<file path="config.mk">
export PLATFORM = sky130hd
export DESIGN_NAME = simon_round_ctrl
export DESIGN_NICKNAME = d
export VERILOG_FILES = /design/src/rtl/simon_round_ctrl.sv
export SDC_FILE = /design/constraint.sdc
export NUM_CORES = 1
export LEC_CHECK = 0
export ABC_AREA = 1
export CORE_MARGIN = 10
export CORE_UTILIZATION = 35
export DETAILED_ROUTE_END_ITERATION = 7
export PLACE_DENSITY = 0.68
export SETUP_SLACK_MARGIN = 0.15
export SYNTH_ARGS = -nofsm -noshare
export SYNTH_HDL_FRONTEND = slang
export SYNTH_SLANG_ARGS = --single-unit
</file>
<file path="constraint.sdc">
create_clock -name clk -period 4.45 [get_ports clk]
set_input_delay 1.1125 -clock clk [delete_from_list [all_inputs] [get_ports clk]]
set_output_delay 1.1125 -clock clk [all_outputs]
set_load 0.01 [all_outputs]
</file>
<file path="src/rtl/simon_round_ctrl.sv">
// Simon 32/64 round datapath and sequencer driving an external key-schedule stage.
// One round per clock: done follows the start edge by 32 (encrypt) or 60 (decrypt) edges; start is ignored while busy.
module simon_round_ctrl #(
    parameter int ROUNDS    = 32,
    parameter int KEY_WORDS = 4
) (
    input  logic        clk,
    input  logic        rst,
    input  logic        start,
    input  logic        mode,
    input  logic [31:0] din,
    output logic [31:0] dout,
    output logic        busy,
    output logic        done,
    output logic        key_load,
    output logic [5:0]  round_ctr,
    output logic        dir,
    input  logic [15:0] subkey
);

    localparam logic [5:0] LAST_IDX  = 6'(ROUNDS - 1);
    localparam logic [5:0] PREP_LAST = 6'(ROUNDS - KEY_WORDS - 1);

    typedef enum logic [1:0] {S_IDLE, S_PREP, S_RUN} state_t;

    state_t      r_state;
    state_t      w_state_nxt;
    logic [15:0] r_x;
    logic [15:0] r_y;
    logic        r_mode_q;
    logic [31:0] r_dout;
    logic        r_done;
    logic [5:0]  r_ctr;
    logic        r_dir;
    logic [15:0] w_x_nxt;
    logic [15:0] w_y_nxt;
    logic        w_last;

    function automatic logic [15:0] simon_f(input logic [15:0] a);
        return ({a[14:0], a[15]} & {a[7:0], a[15:8]}) ^ {a[13:0], a[15:14]};
    endfunction

    // Decrypt runs the inverse round so the same x/y registers hold the block in both modes.
    always_comb begin
        w_x_nxt = r_x;
        w_y_nxt = r_y;
        if (r_mode_q) begin
            w_y_nxt = r_x ^ simon_f(r_y) ^ subkey;
            w_x_nxt = r_y;
        end else begin
            w_x_nxt = r_y ^ simon_f(r_x) ^ subkey;
            w_y_nxt = r_x;
        end
    end

    assign w_last = r_mode_q ? (r_ctr == 6'd0) : (r_ctr == LAST_IDX);

    always_ff @(posedge clk) begin
        if (rst) r_state <= S_IDLE;
        else     r_state <= w_state_nxt;
    end

    always_comb begin
        w_state_nxt = r_state;
        case (r_state)
            S_IDLE:  if (start) w_state_nxt = mode ? S_PREP : S_RUN;
            S_PREP:  if (r_ctr == PREP_LAST) w_state_nxt = S_RUN;
            S_RUN:   if (w_last) w_state_nxt = S_IDLE;
            default: w_state_nxt = S_IDLE;
        endcase
    end

    always_comb begin
        busy     = (r_state == S_PREP) || (r_state == S_RUN);
        key_load = rst || (r_state == S_IDLE);
    end

    // PREP walks the schedule forward to K28..K31 so decrypt can consume keys in reverse with no gap.
    always_ff @(posedge clk) begin
        if (rst) begin
            r_x      <= '0;
            r_y      <= '0;
            r_mode_q <= 1'b0;
            r_dout   <= '0;
            r_done   <= 1'b0;
            r_ctr    <= '0;
            r_dir    <= 1'b0;
        end else begin
            r_done <= 1'b0;
            case (r_state)
                S_IDLE: begin
                    r_ctr <= '0;
                    r_dir <= 1'b0;
                    if (start) begin
                        r_x      <= din[31:16];
                        r_y      <= din[15:0];
                        r_mode_q <= mode;
                    end
                end
                S_PREP: begin
                    if (r_ctr == PREP_LAST) begin
                        r_ctr <= LAST_IDX;
                        r_dir <= 1'b1;
                    end else begin
                        r_ctr <= r_ctr + 6'd1;
                    end
                end
                S_RUN: begin
                    r_x <= w_x_nxt;
                    r_y <= w_y_nxt;
                    if (w_last) begin
                        r_dout <= {w_x_nxt, w_y_nxt};
                        r_done <= 1'b1;
                        r_ctr  <= '0;
                        r_dir  <= 1'b0;
                    end else if (r_mode_q) begin
                        r_ctr <= r_ctr - 6'd1;
                    end else begin
                        r_ctr <= r_ctr + 6'd1;
                    end
                end
                default: begin
                    r_ctr <= '0;
                    r_dir <= 1'b0;
                end
            endcase
        end
    end

    assign dout      = r_dout;
    assign done      = r_done;
    assign round_ctr = r_ctr;
    assign dir       = r_dir;

endmodule

</file>
# Word-level counts from Yosys, hierarchy flattened
# Cells that the tools add are included.
classes:
  add_sub_neg: 2
  eq_ne: 7
  n_mux: 20
  bitwise: 9
  n_reduce_logical: 11
op_table:
  columns: ["cell", "n"]
  rows:
  - ["$xor A16 B16 Y16", 6]
  - ["$mux W16", 4]
  - ["$pmux W16 S2", 2]
  - ["$and A16 B16 Y16", 2]
  - ["$mux W6", 3]
  - ["$eq A6 B5 Y1 const B", 2]
  - ["$pmux W6 S2", 1]
  - ["$mux W2", 4]
  - ["$reduce_and A2 Y1", 4]
  - ["$add A6 B1 Y6 const B", 1]
  - ["$logic_not A6 Y1", 1]
  - ["$ne A2 B2 Y1 const B", 3]
  - ["$pmux W2 S3", 1]
  - ["$sub A6 B1 Y6 const B", 1]
  - ["$mux W1", 4]
  - ["$reduce_and A3 Y1", 1]
  - ["$eq A2 B1 Y1 const B", 1]
  - ["$eq A2 B2 Y1 const B", 1]
  - ["$logic_not A2 Y1", 1]
  - ["$logic_or A1 B1 Y1", 2]
  - ["$pmux W1 S2", 1]
  - ["$reduce_bool A2 Y1", 1]
  - ["$reduce_or A2 Y1", 1]
  - ["$not A1 Y1", 1]
totals:
  reg_bits: 75
  inputBits: 52
  output_inout_bits: 42
  word_cells: 57

# Logic depth before layout (Yosys ltp)
logic_depth:
  ltp_word: 6
  ltp_mapped: 12
  depth_no_buf: 10

# Least setup slack after synthesis
# No wires, ideal clock.
synth_timing:
  kind: "input -> output"
  from: "in rst"
  to: "out key_load"
  arrival_time_ps: 1710
  required_ps: 3338
  setup_slack_ps: 1628
  path_stages: 4
  n_path_buf: 2
  path_cell_list: "inv_1 -> buf_2 -> clkbuf_1 -> nand2_1"
synth_between:
  elab_chain_cells: 1
synth_lines:
  columns: ["item", "line_no", "rtl"]
  rows:
  - ["start, declared", "8", "input logic rst,"]
  - ["$logic_or A1 B1 Y1", "75", "key_load = rst || (r_state == S_IDLE);"]
  - ["end, declared", "15", "output logic key_load,"]
# No other way between the ends.

# Worst setup path after layout
# Ends and elaborated chain as after synthesis.

==> impl_results.md <==
* Status: completed
* Post-synth cell types at 23
* Num CTS Buffers at 9
* Worst rel slew slack at 0.1829
* Cell taking the most area after synthesis: dfxtp_1
* Die span in y at 146.7 um
* Area Overhead vs Synth at 23.76%
* Final core occ at 0.4390
* Total Neg Setup Slack at 0 ps
* Period utilization at 0.7662
* CTS tree: built
* First-pass GRT wire length at 31.04 mm
* DRC at 0
* Most common cell after layout, fill and taps aside: nand2_1
* Mean Syn Cell Area at 5.609 um^2
* Most frequent cells in the layout: 338 x nand2_1, 208 x nand3_1, 122 x inv_1, 93 x clkdlybuf4s50_1, 75 x dfxtp_1
* Initial DRT Pass Iterations at 5
* Nets@finish at 1132
* Die Footprint at 21510 um^2
* Total Wirelength at 19.86 mm
* Clock transition at path regs at 60 ps
* N_diodes at 0
* GPL Wtd Cong at 0.9113
* Syn nets at 1059
* PwrDens at 434.2 nW/um^2
* Worst clock skew at 8.023 ps
* Remaining global-route overflow at 0
* Sequential share of the synthesized area at 0.2674
* Cell Rows at 46
* RSZ-0062 raised after global routing: false
* Initial drt markers at 577
* Post-synth top flop: dfxtp_1
* Final-report hold violation count at 0
* Post-synth EDFFs at 0
* YS warnings at 0
* Vias in the first global route at 5893
* Die W at 146.7 um
* GR Util All Layers at 0.1770
* Max-cap check violation count at 0
* Crit-path max FO at 2
* Crit path kind: input pin to primary output
* Slowest CP cell: clkdlybuf4s50_1
* Vias at 6670
* Synth Instances at 1001
* Worst Hold Class: flip-flop to flip-flop
* Initial Util at 0.3547
* Clk buf depth at 2
* Dpl hpwl at 14.73 mm
* Largest net degree at the start of global routing at 67
* Kind of end point of the critical path: primary output
* Clock tree sinks at 75
* Share of cells above drive strength 1 at 0.02968
* Min Clock Period, post-route at 3410 ps
* Top-area cell type share of the netlist area at 0.2674
* Post-CTS resize count at 0
* Cells along the critical path: clkdlybuf4s50_1, clkinv_1, nand2_1, clkdlybuf4s50_1
* Type of origin of the critical path: input pin
* Top cells by area, synth: dfxtp_1 27%, nand2_1 23%, nand3_1 19%
* Drt wl/cell at 15.34 um
* # port buffers at 93
* Final Power at 3.017 mW
* Initial antenna violation count at 1
* ANT nets after route at 0
* Skew-Pair Late Insertion Delay at 350 ps
* Core box area at 15830 um^2
* Root buf cell: clkbuf_16
* Vias per cell at 5.155
* Synth Cell Area at 5614 um^2
* Peak VDD IR at 234.3 uV
* I/O pin count at 94
* Slew Viols, Final at 0
* Critical path data arrival time at 2300 ps
* CTS Hold Bufs at 0
* Reg-to-reg slack, setup at 1310 ps
* CP max stage delay at 530 ps
* Most frequent CP cell: clkdlybuf4s50_1
* Fmax at 293.3 MHz
* Max H-tree Level at 3
* Fill count at 1716
* Final setup fails at 0
* Worst-margin pin slew at 1224 ps
* Post-synth ARST share at 0
* Synth Register Bits at 75
* Setup bufs post-CTS at 0
* P_leak at 3.415 nW
* Crit path required time at 3340 ps
[sequential cells by signal (all words and copies together), names as in the netlist]
name,flops
round_ctr,6
dir,1
r_y,16
r_mode_q,1
r_x,16
r_state,2
dout,32
done,1
[Yosys cell counts (3+ instances only)]
library cell,instances
ha_1,6
clkbuf_1,18
nand2_2,3
a21oi_1,74
inv_1,123
o21ai_0,57
nor2_1,30
dfxtp_1,75
nand3_1,208
buf_2,14
o21ai_1,32
buf_6,3
o21ai_2,3
nand2_1,338
nand4_1,4
xor2_1,4
[routing by layer]
| layer | up-vias | global-route usage | wire length, um |
|---|---|---|---|
| met5 | - | 0 | 11 |
| met4 | 2 | 0.05756 | 418 |
| met3 | 34 | 0.05192 | 1678 |
| met2 | 243 | 0.2842 | 9013 |
| met1 | 2993 | 0.2218 | 8734 |
| li1 | 3398 | - | - |
[stage by stage]
step                cell area, um^2  hold slack [ps]  instances  setup WS [ps]
floorplan                      5614            457.6       1001           1628
global placement               6676            457.8       1279           1026
detailed placement             6676            467.9       1279           1034
CTS                            6948            478.0       1294           1023
global route                   6948            487.8       1294          971.2
finish                         6948            478.5       1294           1040
[report_power, final]
part	switching, mW	leakage, nW	internal, mW
sequential	0.231	0.613	0.786
clock	0.314	0.129	0.393
combinational	0.846	2.67	0.446
total	1.39	3.42	1.62
[worst max-delay path: cells and delay by family]
family        cells  cell delay [ps]
buf+inv           3             1120
simple gates      1               70
[kinds of logic after synthesis]
| kind of cell | count (synthesis) | synth area share |
|---|---|---|
| simple gates | 587 | 0.4453 |
| compound gates | 166 | 0.1500 |
| buf+inv | 163 | 0.1177 |
| flops | 75 | 0.2674 |
| fa+ha+maj | 6 | 0.01337 |
| xor+xnor | 4 | 0.006240 |
[area by class of cell]
cell class                      instances  area [um^2]  share of cell area
Clock buffer                           12        246.5             0.03548
Clock inverter                          3        25.02            0.003602
Inverter                              125        469.2             0.06753
Multi-Input combinational cell        763         3452              0.4968
Sequential cell                        75         1501              0.2161
Tap cell                              216        270.3             0.03890
Timing Repair Buffer                  100        983.4              0.1415
[path summary, 6_finish.rpt]
check                          start                    to  cells past startpoint
max                              rst              key_load                      4
min                 dir$_SDFFE_PP0P_      dir$_SDFFE_PP0P_                      2
max reg2reg  r_state[0]$_SDFFE_PP0P_  r_x[11]$_SDFFE_PP0P_                      8
min reg2reg         dir$_SDFFE_PP0P_      dir$_SDFFE_PP0P_                      2
Power figures use the tool's default switching activity.
